--- config.mk ---
export PLATFORM = sky130hd
export DESIGN_NAME = fp_wb_arbiter
export DESIGN_NICKNAME = d
export VERILOG_FILES = /design/src/rtl/fp_wb_arbiter.sv
export SDC_FILE = /design/constraint.sdc
export NUM_CORES = 1
export LEC_CHECK = 0
export BUFFER_PORTS_ARGS = -buffer_cell sky130_fd_sc_hd__clkbuf_2
export CAP_MARGIN = 20
export CORE_ASPECT_RATIO = 0.6
export CORE_MARGIN = 8
export CORE_UTILIZATION = 49
export DETAILED_ROUTE_END_ITERATION = 6
export PLACE_DENSITY = 0.87
export SYNTH_ARGS = -nofsm -noshare
export SYNTH_HDL_FRONTEND = slang
export SYNTH_SLANG_ARGS = --single-unit
--- constraint.sdc ---
create_clock -name clk_i -period 6.32 [get_ports clk_i]
set_clock_uncertainty 0.15 [all_clocks]
set_input_delay 0.632 -clock clk_i [delete_from_list [all_inputs] [get_ports clk_i]]
set_output_delay 0.632 -clock clk_i [all_outputs]
set_load 0.02 [all_outputs]
--- src/rtl/fp_wb_arbiter.sv ---
// fp_wb_arbiter: round-robin arbiter for the FP register file write port plus pending scoreboard.
// Define FP_WB_OUTREG_EN to register the write port (write lands one cycle after the handshake).
module fp_wb_arbiter #(
  parameter int NUM_REQ = 3,
  parameter int DATA_W  = 32,
  parameter int ADDR_W  = 5
) (
  input  logic                      clk_i,
  input  logic                      rst_ni,
  input  logic [NUM_REQ-1:0]        req_valid_i,
  output logic [NUM_REQ-1:0]        req_ready_o,
  input  logic [NUM_REQ*ADDR_W-1:0] req_rd_i,
  input  logic [NUM_REQ*DATA_W-1:0] req_data_i,
  input  logic                      issue_i,
  input  logic [ADDR_W-1:0]         issue_rd_i,
  input  logic [ADDR_W-1:0]         freg1_i,
  input  logic [ADDR_W-1:0]         freg2_i,
  input  logic [ADDR_W-1:0]         freg3_i,
  output logic                      hazard_o,
  output logic                      fregwrite_o,
  output logic [ADDR_W-1:0]         frd_o,
  output logic [DATA_W-1:0]         writeback_data_o,
  output logic [31:0]               pending_o
);

  localparam int PTR_W = $clog2(NUM_REQ);

  logic [PTR_W-1:0]   ptr_q;
  logic [PTR_W-1:0]   ptr_d;
  logic [PTR_W:0]     scan;
  logic [PTR_W-1:0]   gidx;
  logic               gvalid;
  logic [NUM_REQ-1:0] gnt;
  logic [ADDR_W-1:0]  gnt_rd;
  logic [DATA_W-1:0]  gnt_data;
  logic [31:0]        pend_q;
  logic [31:0]        pend_d;

  // Scan ptr, ptr+1, ... with wrap; no grant while in reset.
  always_comb begin
    gidx   = '0;
    gvalid = 1'b0;
    scan   = '0;
    gnt    = '0;
    for (int i = 0; i < NUM_REQ; i++) begin
      scan = {1'b0, ptr_q} + (PTR_W+1)'(i);
      if (scan >= (PTR_W+1)'(NUM_REQ))
        scan = scan - (PTR_W+1)'(NUM_REQ);
      if (rst_ni && !gvalid &&
          req_valid_i[scan[PTR_W-1:0]]) begin
        gvalid = 1'b1;
        gidx   = scan[PTR_W-1:0];
      end
    end
    if (gvalid)
      gnt[gidx] = 1'b1;
  end

  always_comb begin
    gnt_rd   = '0;
    gnt_data = '0;
    for (int r = 0; r < NUM_REQ; r++) begin
      if (gnt[r]) begin
        gnt_rd   = req_rd_i[r*ADDR_W +: ADDR_W];
        gnt_data = req_data_i[r*DATA_W +: DATA_W];
      end
    end
  end

  always_comb begin
    ptr_d = ptr_q;
    if (gvalid) begin
      if (gidx == PTR_W'(NUM_REQ-1))
        ptr_d = '0;
      else
        ptr_d = gidx + PTR_W'(1);
    end
  end

  always_ff @(posedge clk_i or negedge rst_ni) begin
    if (!rst_ni)
      ptr_q <= '0;
    else
      ptr_q <= ptr_d;
  end

  assign req_ready_o = gnt;

`ifdef FP_WB_OUTREG_EN
  logic              we_q;
  logic [ADDR_W-1:0] frd_q;
  logic [DATA_W-1:0] wdata_q;

  always_ff @(posedge clk_i or negedge rst_ni) begin
    if (!rst_ni) begin
      we_q    <= 1'b0;
      frd_q   <= '0;
      wdata_q <= '0;
    end else begin
      we_q    <= gvalid;
      frd_q   <= gnt_rd;
      wdata_q <= gnt_data;
    end
  end

  assign fregwrite_o      = we_q;
  assign frd_o            = frd_q;
  assign writeback_data_o = wdata_q;
`else
  assign fregwrite_o      = gvalid;
  assign frd_o            = gnt_rd;
  assign writeback_data_o = gnt_data;
`endif

  // Clear from the visible write port, then set: a new issue outranks the old result.
  always_comb begin
    pend_d = pend_q;
    if (fregwrite_o)
      pend_d[frd_o] = 1'b0;
    if (issue_i)
      pend_d[issue_rd_i] = 1'b1;
  end

  always_ff @(posedge clk_i or negedge rst_ni) begin
    if (!rst_ni)
      pend_q <= '0;
    else
      pend_q <= pend_d;
  end

  assign pending_o = pend_q;
  assign hazard_o  = pend_q[freg1_i] | pend_q[freg2_i] |
                     pend_q[freg3_i] | pend_q[issue_rd_i];

  a_onehot: assert property (
    @(posedge clk_i) disable iff (!rst_ni)
    $onehot0(req_ready_o));

  a_rdy_vld: assert property (
    @(posedge clk_i) disable iff (!rst_ni)
    (req_ready_o & ~req_valid_i) == '0);

endmodule

# After elaboration in Yosys (flattened, before gate mapping)
# Index checks and enable logic that the tools add are counted.
# totals
regBits,34
input_bits,137
wordCells,79
# op_classes
reduce_logical,10
mux,39
order_cmp,15
addsub,6
bitwise,6
eq_ne,1
# op_table
cell,n
$mux W32,5
$and A32 B32 Y32,1
$not A32 Y32,1
$or A32 B32 Y32,1
$lt A5 B6 Y1 const B,5
$bmux W1 S5,4
$mux W5,3
$mux W2,7
$mux W1,13
$lt A2 B3 Y1 const B,4
$demux W1 S5,2
$ge A5 B1 Y1 const B,2
$logic_and A1 B1 Y1,8
$bmux W1 S2,3
$ge A3 B2 Y1 const B,2
$sub A2 B2 Y2 const B,3
$add A2 B1 Y3 const B,1
$add A2 B2 Y3 const B,1
$mux W3,1
$or A1 B1 Y1,3
$add A2 B1 Y2 const B,1
$demux W1 S2,1
$eq A2 B2 Y1 const B,1
$ge A2 B1 Y1 const B,1
2 further kinds,3

# Longest topological paths before layout
# Gate-level depths: netlist of run 1.
# depth
depth_word,31
depth_mapped,12
ltp_nobuf,11

# Worst setup path before layout of run 1
# OpenSTA, ideal clock, no wires.
# synth_timing
path_kind,input to output
start,input freg3_i[0]
end,output hazard_o
n_path_buf,1
path_stages,6
t_arrival_ps,2650
required_time_ps,5538
path_slack_ps,2888
cell_sequence,clkbuf_1 mux4_2 mux4_2 mux2_2 nor3_1 nand3_1
# synth_via
elab_chain_cells,4
# synth_lines
item,line_no,source
start: declaration,18,"input logic [ADDR_W-1:0] freg3_i,"
$bmux W1 S5,133,pend_q[freg3_i] | pend_q[issue_rd_i];
$mux W1 (implied by the code),133,
$or A1 B1 Y1,132,assign hazard_o = pend_q[freg1_i] | pend_q[freg2_i] |
$or A1 B1 Y1,133,
end: declaration,19,"output logic hazard_o,"
# No other way between the ends. The select of a mux whose other input is x is not followed.

# Worst setup path in the final report of run 1
# layout_timing
start,register ptr_q[0]
end,output frd_o[3]
# layout_via
elab_chain_cells,22
word_cells_on_any_way,39
classes_between,add/sub: 5; order compare: 5; mux: 21; reduce/logical: 8
# layout_lines
item,line_no,source
start: declaration,28,logic [PTR_W-1:0] ptr_q;
start signal: assignment,84,ptr_q <= ptr_d;
branches (longest 18 deep; another with $add A2 B1 Y3),--,
$mux W3 *,55,if (gvalid)
$mux W5 (2 in series),63,if (gnt[r]) begin
$mux W5 *,63,
end: declaration,21,"output logic [ADDR_W-1:0] frd_o,"
# Mark *: on every way between the ends. The select of a mux whose other input is x is not followed.

==> summary.md, run 1 <==
Headroom to the max-slew limit came out at 31.9%. The tools report the met2 track demand over resource as 46.3%. Counting flops and latches in the post-synthesis netlist gives 34. Final count of pins violating max slew: 0. In this run the critical register-to-register path is launched from ptr_q[0]. Slowest cell on the critical path: sky130_fd_sc_hd__a311oi_4. For the count of mapped cells out of synthesis, the log shows 397. The tools report the clock insertion delay at the later pin of the skew report as 0.28 ns. The first global-routing pass estimated 24.7 mm of wire. The synthesis warning total was 0; the total iterations of the first detailed-routing run was 5. 211 I/O pins were placed. For this run the aggregate overflow at the end of global routing stands at 0. Once the floorplan was initialized, standard cells occupied 51.2% of the core. The standby leakage power was 2.39 nW; the worst endpoint data arrival time was 4.16 ns.

The most used flip-flop cell after synthesis is sky130_fd_sc_hd__dfrtp_1. In this run, the number of DRC markers left after iteration 0 of detailed routing was 603. Timing would allow up to 202 MHz. The filler cell count in the final layout is 611.

Kind of cell adding the most delay to the critical path: compound AO/OA/AOI/OAI gates. Global routing used 6.89% of the available met3 tracks. For the worst ir drop on vdd, the log shows 0.323 mV. Adding up every negative setup slack in the final design gives 0 ns. Counting every net in the synthesized netlist gives 538. The number of global-route vias before repair came out at 4384. For the utilization after layout, the log shows 67.9%.

The most numerous cell type found on the critical path is sky130_fd_sc_hd__inv_2. After global routing, the most crowded layer is met2. The region available for standard cell placement spans 7360 um^2.

Combined buffer and inverter count along the critical path: 4. STA classifies the critical path endpoint as an output port. The clock root buffer is sky130_fd_sc_hd__clkbuf_16. The number of inserted diodes was 0. The async set or reset register ratio after synthesis is 100%, and the mean instance size in the synthesized netlist is 9.49 um^2. Once placement finished, the instance area stood at 4850 um^2. Across the run, the number of max-cap violations was 0. The synthesized netlist occupies a cell area of 3770 um^2. The clock slew at the register clock pins of the worst setup and hold paths works out to 0.05 ns.

The critical path data required time was 5.54 ns; the total design power was 2.39 mW. After the last flow step, the layout net total stands at 727. Buffers inserted during clock tree synthesis total 5. The total count of hold-check failures in the final report is 0. CTS built an H-tree with a depth of 2. The launching instance or port of the critical path is ptr_q[0]. The logs give 0 for the number of buffers added to fix hold violations after cts and 0 for the number of design rule violations left after detail routing. The number of sinks handled by clock tree synthesis was 34; the width of the die was 129 um. The synthesized netlist contains 58 unique library cells. For the pin with the worst max-slew slack, the measured transition is 1.02 ns. Ranked by total cell area, the synthesized netlist is headed by sky130_fd_sc_hd__mux4_2, sky130_fd_sc_hd__dfrtp_1, sky130_fd_sc_hd__a221oi_1. Entering global routing, the biggest net connects 45 pins.

Detailed placement finished with a half-perimeter wire length of 12.9 mm. In this run the worst hold path is classified as in -> async. Summing the sequential cell areas from Yosys gives 22.6% of the chip area. The flow ran to the end, and the final reports show no timing, DRC or antenna violations.

The worst setup path is launched from a register. The number of buffers inserted by post-CTS setup repair came out at 0. TritonCTS built the clock tree. Power spread over the standard cell area amounts to 479 nW/um^2. The routability congestion estimate from global placement is 1.04.

In the final layout, the share of cells above drive strength 1 is 47.9%. With fillers left out, the area of the finished cells amounts to 4990 um^2. The run gives 0 as the final count of negative-setup-slack endpoints.

Input and output buffers added on the ports amount to 210. The number of rows created at floorplan came out at 24. The number of enable flip-flop cells after synthesis came out at 0.

The delay of the slowest cell on the worst path works out to 0.72 ns. The share of the synthesized area in the top cell type works out to 22.7%. The worst path needs 4.94 ns of the cycle, external delays included.

The floorplan step defined a die boundary enclosing 10800 um^2. At the placement stage, the worst setup path has a slack of 1.79 ns. In this run the deepest clock path goes through 2 buffers. The area growth from synthesis to layout is 32.6%.

Once detail routing completed, the nets flagged for antenna violations numbered 0. The average wire length per cell after detail routing is 23.3 um, and the met1 track demand over resource in global routing is 37.6%. After detailed routing, the total wire length is 16.1 mm. Total global routing track utilization: 28.6%. Dividing the final minimum period by the clock period gives 78.2%.

Summed over all instances, the cell type with the most area after synthesis is sky130_fd_sc_hd__mux4_2. The largest fanout of any net on the critical path came out at 40. Once routing completed, OpenROAD measured the worst setup slack at 1.38 ns. Height of the die: 83.9 um. The signal on the critical path passes through inv_1, ha_1, mux2i_2, o2bb2ai_4, o21a_4, inv_2, and2_1, a311oi_4, inv_2, clkbuf_2. The total via count in the routed design was 4381; the per-cell via count in the routed design was 6.34. Setup repair after global routing left no endpoint under its margin. Start-to-end type of the worst setup path: reg -> out. Post-cts resize count: 0. The initial antenna violation count was 0.
==> registers in the layout (all words and copies together), names as in the netlist <==
signal     count
pending_o     32
ptr_q          2
==> power breakdown <==
group	switching, mW	total [mW]	leakage [nW]	internal, mW
Sequential	0.181	0.477	0.373	0.296
Clock	0.0874	0.243	0.0739	0.156
Combinational	1.05	1.67	1.94	0.627
Total	1.31	2.39	2.39	1.08
==> path summary, 6_finish.rpt <==
| path | cells after the start | slack (ns) | to |
|---|---|---|---|
| setup / recovery | 10 | 1.38 | frd_o[3] |
| hold / removal | 2 | 0.33 | ptr_q[0] |
| setup reg to reg | 11 | 1.89 | pending_o[21] |
| hold reg to reg | 1 | 0.41 | ptr_q[1] |
| max in group asynchronous | 2 | 5.32 | pending_o[30] |
| min in group clk_i | 1 | 0.41 | ptr_q[1] |
==> cell usage after synthesis, types with 3 or more instances <==
library cell,instances
sky130_fd_sc_hd__nand2b_1,4
sky130_fd_sc_hd__nor2b_1,4
sky130_fd_sc_hd__a221oi_1,32
sky130_fd_sc_hd__clkbuf_1,25
sky130_fd_sc_hd__o31ai_1,16
sky130_fd_sc_hd__o211ai_1,3
sky130_fd_sc_hd__o21ai_0,19
sky130_fd_sc_hd__nand2_1,14
sky130_fd_sc_hd__buf_2,4
sky130_fd_sc_hd__and2_1,3
sky130_fd_sc_hd__a22o_1,3
sky130_fd_sc_hd__mux2i_1,4
sky130_fd_sc_hd__dfrtp_1,34
sky130_fd_sc_hd__nor4_1,4
sky130_fd_sc_hd__a211oi_1,3
sky130_fd_sc_hd__nand3b_1,4
sky130_fd_sc_hd__nor2_1,71
sky130_fd_sc_hd__nand3_1,4
sky130_fd_sc_hd__nand4_1,3
sky130_fd_sc_hd__inv_1,30
sky130_fd_sc_hd__o21ai_1,6
sky130_fd_sc_hd__ha_1,4
sky130_fd_sc_hd__o2111a_1,4
sky130_fd_sc_hd__o41ai_1,5
sky130_fd_sc_hd__mux4_2,38
sky130_fd_sc_hd__o221ai_1,12
==> metrics by stage <==
stage          hold slack [ns]  std cells
4_1_cts                  0.361        691
2_1_floorplan            0.186        397
5_1_grt                  0.386        691
3_5_place_dp             0.395        683
3_3_place_gp             0.370        683
6_report                 0.331        691
==> layout make-up <==
| cell class | instances | area [um^2] | share of cell area [%] |
|---|---|---|---|
| Inverter | 32 | 120 | 2.41 |
| Tap cell | 104 | 130 | 2.61 |
| Multi-Input combinational cell | 300 | 2670 | 53.5 |
| Clock inverter | 1 | 5.00 | 0.100 |
| Timing Repair Buffer | 213 | 1070 | 21.5 |
| Sequential cell | 34 | 851 | 17.0 |
| Clock buffer | 7 | 143 | 2.86 |
==> metal layers <==
metal | part of all wire, % | wire length [um]
met1 | 39 | 6220
met4 | 1.4 | 232
met3 | 11 | 1800
met2 | 49 | 7870
met5 | 0 | 0
==> cell families (layout without fill, tap and decap cells) <==
logic type | after synthesis | count (layout) | synth area share [%]
flip-flops | 34 | 34 | 22.6
AND/OR/NAND/NOR | 130 | 130 | 17.7
adder cells (fa/ha/maj) | 4 | 4 | 1.33
AO/OA/AOI/OAI | 121 | 121 | 26.8
buffers and inverters | 63 | 253 | 6.81
multiplexers | 45 | 45 | 24.8
==> cell usage in the layout, fill, tap and decap left out, types with 5 or more instances in the layout <==
cell                        count
sky130_fd_sc_hd__o31ai_1       16
sky130_fd_sc_hd__dfrtp_1       34
sky130_fd_sc_hd__o221ai_1      12
sky130_fd_sc_hd__mux4_2        38
sky130_fd_sc_hd__nand2_1       14
sky130_fd_sc_hd__o21ai_0       19
sky130_fd_sc_hd__clkbuf_16      5
sky130_fd_sc_hd__clkbuf_2     210
sky130_fd_sc_hd__inv_1         30
sky130_fd_sc_hd__o21ai_1        6
sky130_fd_sc_hd__nor2_1        71
sky130_fd_sc_hd__a221oi_1      32
sky130_fd_sc_hd__o41ai_1        5
Power figures use the tool's default switching activity.
==> run 2, diff against run 1 <==
--- a/config.mk
+++ b/config.mk
@@ -9,9 +9,9 @@
 export CAP_MARGIN = 20
 export CORE_ASPECT_RATIO = 0.6
 export CORE_MARGIN = 8
-export CORE_UTILIZATION = 49
+export CORE_UTILIZATION = 46
 export DETAILED_ROUTE_END_ITERATION = 6
-export PLACE_DENSITY = 0.87
+export PLACE_DENSITY = 0.83
 export SYNTH_ARGS = -nofsm -noshare
 export SYNTH_HDL_FRONTEND = slang
 export SYNTH_SLANG_ARGS = --single-unit
==> constraint.sdc (replaced) <==
create_clock -name clk_i -period 4.85 [get_ports clk_i]
set_clock_uncertainty 0.15 [all_clocks]
set_input_delay 0.485 -clock clk_i [delete_from_list [all_inputs] [get_ports clk_i]]
set_output_delay 0.485 -clock clk_i [all_outputs]
set_load 0.02 [all_outputs]
==> summary.md, run 2 (synthesized netlist as in run 1, its figures left out) <==
The per-cell via count in the routed design works out to 6.58 (+3.7%). The run finished with clean final reports. The logs give 0.344 ns (+0.0126 ns) for the worst hold margin and 688 (+0.73%) for the cell count after placement. Counting stages on the worst path, the most repeated cell is sky130_fd_sc_hd__inv_1. The final count of negative-setup-slack endpoints was 0 (unchanged); the worst ir drop on vdd was 0.329 mV (+1.8%).

The tree is rooted in a sky130_fd_sc_hd__clkbuf_16. The final setup TNS was 0 ns (unchanged); the width of the die was 133 um (+2.8%). The ratio of cells with drive above 1 in the final layout was 48.1% (+0.26 points). The library cells used most frequently in the layout, excluding fill and tap cells, are sky130_fd_sc_hd__clkbuf_2, sky130_fd_sc_hd__nor2_1, sky130_fd_sc_hd__mux4_2, sky130_fd_sc_hd__dfrtp_1, sky130_fd_sc_hd__a221oi_1. Among all stages on the critical path, the largest delay is contributed by sky130_fd_sc_hd__or4_4. The number of inserted diodes is 0 (unchanged), and the total global routing track utilization is 26.6% (-2.1 points). STA classifies the critical path endpoint as an output port. The maximum clock insertion buffer count is 2 (unchanged), and the count of routing violations after the opening detailed-route iteration is 587 (-2.7%). For the standby leakage power, the log shows 2.40 nW (+0.28%). For the wire length of the first global-routing pass, the log shows 24.5 mm (-0.90%).

The total number of H-tree levels is 2 (unchanged), and the portion of the clock cycle consumed by the worst path in the final layout is 91.2%. The critical path data required time is 4.22 ns (-1.32 ns), and the total iterations of the first detailed-routing run is 5 (unchanged). The final cell count without fillers is 696 (+0.72%), and the post-cts resize count is 0 (unchanged). The smallest clock period supported by the final layout is computed as 4.42 ns.

The number of nets in the layout was 728 (+0.14%). The number of buffer cells added on primary ports was 210 (unchanged); the number of global-route vias before repair was 4420 (+0.82%). The tools report the routability congestion estimate from global placement as 0.971 (-6.5%). I/O pin count: 211 (unchanged). The depth of the worst register-to-register path came out at 10 (-1). Worst flop-to-flop path endpoint: pending_o[14]. The tools report the number of design rule violations left after detail routing as 0 (unchanged).

TritonCTS built the clock tree. The final count of pins violating max slew is 0 (unchanged), and the height of the die is 86.1 um (+2.6%). The number of buffers inserted by post-CTS setup repair came out at 0 (unchanged).

The measured slew at the worst slew-check pin was 1.04 ns (+0.0145 ns); the worst reg-to-reg setup slack was 0.70 ns (-1.19 ns). For the worst-case headroom to the max-slew limit, the log shows 30.9% (-0.97 points). Setup repair after global routing left no endpoint under its margin. Largest fanout of any net on the critical path: 40 (unchanged). The run gives 5 (unchanged) as the number of buffers added by the clock tree synthesis step. For the initial core utilization, the log shows 47.6% (-3.6 points).

The worst register-to-register path begins at ptr_q[0]. The global-route congestion overflow total is 0 (unchanged). The estimated wirelength of the detail-placed design is 13.0 mm (+0.47%). The number of nets with antenna violations after detailed routing is 0 (unchanged). The areal power density over the cells is 634 nW/um^2 (+32%). Traced cell by cell, the critical path runs through inv_1, ha_1, mux2i_2, o2bb2ai_4, o21a_4, inv_2, or4_4, nand2_1, inv_1, clkbuf_2.

The filler cell count in the final layout is 683 (+12%), and the number of rows created at floorplan is 25 (+4.2%). The run gives 4578 (+4.5%) as the total via count in the routed design. The worst endpoint data arrival time was 3.79 ns (-0.37 ns).

The total count of hold-check failures in the final report was 0 (unchanged); the initial antenna violation count was 0 (unchanged). Static timing analysis puts the maximum clock frequency at 226 MHz. Max-capacitance violation count: 0 (unchanged). The number of flip-flops under the largest register name came out at 32 (unchanged). The average wire length per cell after detail routing came out at 23.5 um (+0.95%).

The number of buffers added to fix hold violations after cts was 0 (unchanged); the clock slew at the register clock pins of the worst setup and hold paths was 0.06 ns (about the same). The overall die area is 11400 um^2 (+5.5%). The min-delay analysis places its worst path in the category in -> async. Relative to the synthesized area, the layout overhead comes to 33.5%. The routed wire length is 16.4 mm (+1.7%). The logs give 0.28 ns (about the same) for the clock insertion delay at the later pin of the skew report and 34 (unchanged) for the number of sinks handled by clock tree synthesis. The delay of the slowest cell on the worst path was 0.67 ns (-0.05 ns); the largest net degree at the start of global routing was 41 (-8.9%).

The setup path with the least slack is of type reg -> out. The library cell used most frequently in the layout, excluding fill and tap cells, is sky130_fd_sc_hd__clkbuf_2. The worst setup path is launched from a register.

The placeable core region is 7910 um^2 (+7.6%).
run 2: layer usage:
metal	part of all wire [%]	vias to the layer above	global-route usage, %
met3	11	43	6.71
li1	-	1962	-
met4	1.6	0	7.07
met5	0	-	0
met1	40	2222	36.1
met2	47	351	41.1
run 2: worst max-delay path: cells and delay by family (launching register included):
kind                     cells  cell delay, ns
AND/OR/NAND/NOR              2            1.01
AO/OA/AOI/OAI                2            0.87
buffers and inverters        4            0.75
flip-flops                   1            0.40
adder cells (fa/ha/maj)      1            0.24
multiplexers                 1            0.19
run 2: worst max-delay path by stage:
stage                          start  slack, ns  cells after the start        to
after floorplan           freg3_i[0]       1.71                      6  hazard_o
after global placement      ptr_q[0]       0.98                     10  frd_o[2]
after detailed placement    ptr_q[0]       0.85                     10  frd_o[2]
final                       ptr_q[0]       0.43                     10  frd_o[2]
after global routing        ptr_q[0]       0.29                     10  frd_o[2]
after CTS                   ptr_q[0]       0.53                     10  frd_o[2]
run 2: per-stage QoR:
stage / total power [mW] / cell area (um^2) / setup slack [ns] / util [%]
after floorplan: 2.04 / 3770 / 1.71 / -
after global placement: 2.69 / 4860 / 0.982 / 61.4
after detailed placement: 2.77 / 4860 / 0.849 / 61.4
after CTS: 3.14 / 5030 / 0.531 / 63.5
after global routing: 3.33 / 5030 / 0.291 / 63.5
final: 3.19 / 5030 / 0.428 / 63.5
run 2: final cells by class:
class                      count  area [um^2]  area share (%)
sequential                    34          851            16.9
timing repair buffer         214         1080            21.5
clock buffer                   5          125            2.49
clock inverter                 3         45.0           0.896
inverter                      32          120            2.39
tap                          108          135            2.69
multi-input combinational    300         2670            53.1
run 2: power breakdown:
part           total [mW]  switching (mW)  internal [mW]
registers           0.604           0.218          0.386
clock network       0.373           0.130          0.242
logic                2.21            1.39          0.824
==> run 3, diff against run 2 <==
--- a/config.mk
+++ b/config.mk
@@ -12,6 +12,7 @@
 export CORE_UTILIZATION = 46
 export DETAILED_ROUTE_END_ITERATION = 6
 export PLACE_DENSITY = 0.83
+export SETUP_SLACK_MARGIN = 0.1
 export SYNTH_ARGS = -nofsm -noshare
 export SYNTH_HDL_FRONTEND = slang
 export SYNTH_SLANG_ARGS = --single-unit
==> constraint.sdc (replaced) <==
create_clock -name clk_i -period 4.8 [get_ports clk_i]
set_clock_uncertainty 0.15 [all_clocks]
set_input_delay 0.48 -clock clk_i [delete_from_list [all_inputs] [get_ports clk_i]]
set_output_delay 0.48 -clock clk_i [all_outputs]
set_load 0.005 [all_outputs]
==> summary.md, run 3 (synthesized netlist as in run 1, its figures left out) <==
The measured slew at the worst slew-check pin is 1.01 ns (-0.0210 ns), and the I/O pin count is 211 (unchanged). The run gives 0 (unchanged) as the number of inserted diodes. The logs give 690 (+0.29%) for the cell count after placement and 2 (unchanged) for the maximum clock insertion buffer count.

The final cell count without fillers is 698 (+0.29%). Number of rows created at floorplan: 25 (unchanged). Number of buffer cells added on primary ports: 210 (unchanged). The worst endpoint data arrival time was 3.43 ns (-0.36 ns); the wire length of the first global-routing pass was 23.9 mm (-2.3%). The tools report the number of nets with antenna violations after detailed routing as 0 (unchanged).

The run gives 0.27 ns (about the same) as the clock insertion delay at the later pin of the skew report. The clock slew at the register clock pins of the worst setup and hold paths works out to 0.05 ns (about the same). The run gives 2 (unchanged) as the total number of H-tree levels.

The routed wire length was 15.8 mm (-3.8%); the average wire length per cell after detail routing was 22.6 um (-4.1%). The sort of element at the end of the critical path was an output port. The min-delay analysis places its worst path in the category in -> async. The tools report the utilization after layout as 63.6% (+0.095 points). Number of flip-flops under the largest register name: 32 (unchanged). The total iterations of the first detailed-routing run came out at 5 (unchanged). Setup repair after global routing left no endpoint under its margin. The number of design rule violations left after detail routing was 0 (unchanged); the ratio of cells with drive above 1 in the final layout was 48.0% (-0.16 points). The logs give 0 (unchanged) for the final count of negative-setup-slack endpoints and 0 (unchanged) for the number of buffers inserted by post-CTS setup repair. The areal power density over the cells works out to 560 nW/um^2 (-12%).

In the layout the commonest cells are sky130_fd_sc_hd__clkbuf_2, sky130_fd_sc_hd__nor2_1, sky130_fd_sc_hd__mux4_2, sky130_fd_sc_hd__dfrtp_1, sky130_fd_sc_hd__a221oi_1. The logs give 2.82 mW (-12%) for the total design power and 0 (unchanged) for the global-route congestion overflow total. The initial core utilization was 47.6% (unchanged). The total count of hold-check failures in the final report was 0 (unchanged); the largest fanout of any net on the critical path was 34 (-15%).

The width of the die was 133 um (unchanged). The total global routing track utilization is 26.2% (-0.33 points), and the minimum period implied by the final worst setup slack is 4.06 ns. The worst setup path is launched from a register.

TritonCTS built the clock tree. The worst-case headroom to the max-slew limit was 32.3% (+1.4 points). The final count of pins violating max slew was 0 (unchanged); the critical path data required time was 4.17 ns (-0.05 ns).

For the number of sinks handled by clock tree synthesis, the log shows 34 (unchanged). The tools report the estimated wirelength of the detail-placed design as 12.7 mm (-2.1%). Placeable core region: 7910 um^2 (unchanged). The run gives 643 (-5.9%) as the filler cell count in the final layout. The worst hold margin was 0.335 ns (-0.00915 ns). The number of buffers added to fix hold violations after cts was 0 (unchanged); the number of nets in the layout was 730 (+0.27%). The tools report the number of global-route vias before repair as 4279 (-3.2%). The portion of the clock cycle consumed by the worst path in the final layout was 84.7%; the post-cts resize count was 0 (unchanged). The logs give 0 (unchanged) for the initial antenna violation count and 39 (-4.9%) for the largest net degree at the start of global routing. The leading cell type in the layout, fill and taps excluded is sky130_fd_sc_hd__clkbuf_2. The overall die area is 11400 um^2 (unchanged). The worst setup path is of the reg -> out kind.

Final setup TNS: 0 ns (unchanged). The worst ir drop on vdd was 0.425 mV (+29%). Total via count in the routed design: 4424 (-3.4%).

The height of the die is 86.1 um (unchanged), and the routability congestion estimate from global placement is 0.992 (+2.1%). Derived from the worst setup path, the maximum achievable clock frequency is 246 MHz. The number of buffers added by the clock tree synthesis step is 5 (unchanged). The standby leakage power was 2.41 nW (+0.49%).

The per-cell via count in the routed design works out to 6.34 (-3.6%). Clock tree synthesis selected as its root buffer the cell sky130_fd_sc_hd__clkbuf_16. The run finished with clean final reports.

The logs give 584 (-0.51%) for the count of routing violations after the opening detailed-route iteration and 0 (unchanged) for the max-capacitance violation count. Layout overhead on the synthesized area: 33.7%.
[run 3: worst paths after layout]
path	startpoint	end	slack, ns	cells after the start
setup / recovery	ptr_q[0]	frd_o[3]	0.74	10
hold / removal	rst_ni	pending_o[24]	0.33	2
setup reg to reg	ptr_q[0]	pending_o[14]	1.09	8
hold reg to reg	ptr_q[1]	ptr_q[1]	0.40	1
max in group asynchronous	rst_ni	pending_o[12]	3.85	2
min in group clk_i	issue_rd_i[4]	pending_o[1]	0.37	2
[run 3: layer usage]
layer / wire [um] / track usage [%]
met2: 7430 / 41.1
met4: 187 / 5.02
met5: 0 / 0
met1: 6260 / 34.0
met3: 1890 / 9.74
[run 3: cell type report]
cell class | instances | area (um^2) | share of cell area [%]
flip-flops and latches | 34 | 851 | 16.9
multi-input cells | 300 | 2670 | 53.0
inverters | 32 | 120 | 2.39
clock inverters | 1 | 30.0 | 0.596
well taps | 108 | 135 | 2.68
repair buffers | 216 | 1100 | 21.8
clock buffers | 7 | 133 | 2.63
[run 3: through the flow]
step / area (um^2) / setup WS (ns)
final: 5040 / 0.736
after detailed placement: 4870 / 1.11
after global routing: 5040 / 0.578
after global placement: 4870 / 1.24
after CTS: 5040 / 0.815
after floorplan: 3770 / 1.78
[run 3: critical path, stage by stage, from the launching register on]
cell                        delay (ns)
sky130_fd_sc_hd__dfrtp_1          0.39
sky130_fd_sc_hd__inv_1            0.08
sky130_fd_sc_hd__ha_1             0.40
sky130_fd_sc_hd__o2bb2ai_1        0.83
sky130_fd_sc_hd__o211ai_2         0.17
sky130_fd_sc_hd__o31ai_4          0.09
sky130_fd_sc_hd__buf_4            0.38
sky130_fd_sc_hd__a311oi_4         0.13
sky130_fd_sc_hd__buf_4            0.23
sky130_fd_sc_hd__inv_2            0.27
sky130_fd_sc_hd__clkbuf_2         0.18
[run 3: power by group]
group	internal, mW	switching, mW	total, mW	leakage [nW]
registers	0.391	0.219	0.609	0.373
clock network	0.245	0.112	0.357	0.0781
logic	0.832	1.02	1.85	1.96
total	1.47	1.35	2.82	2.41
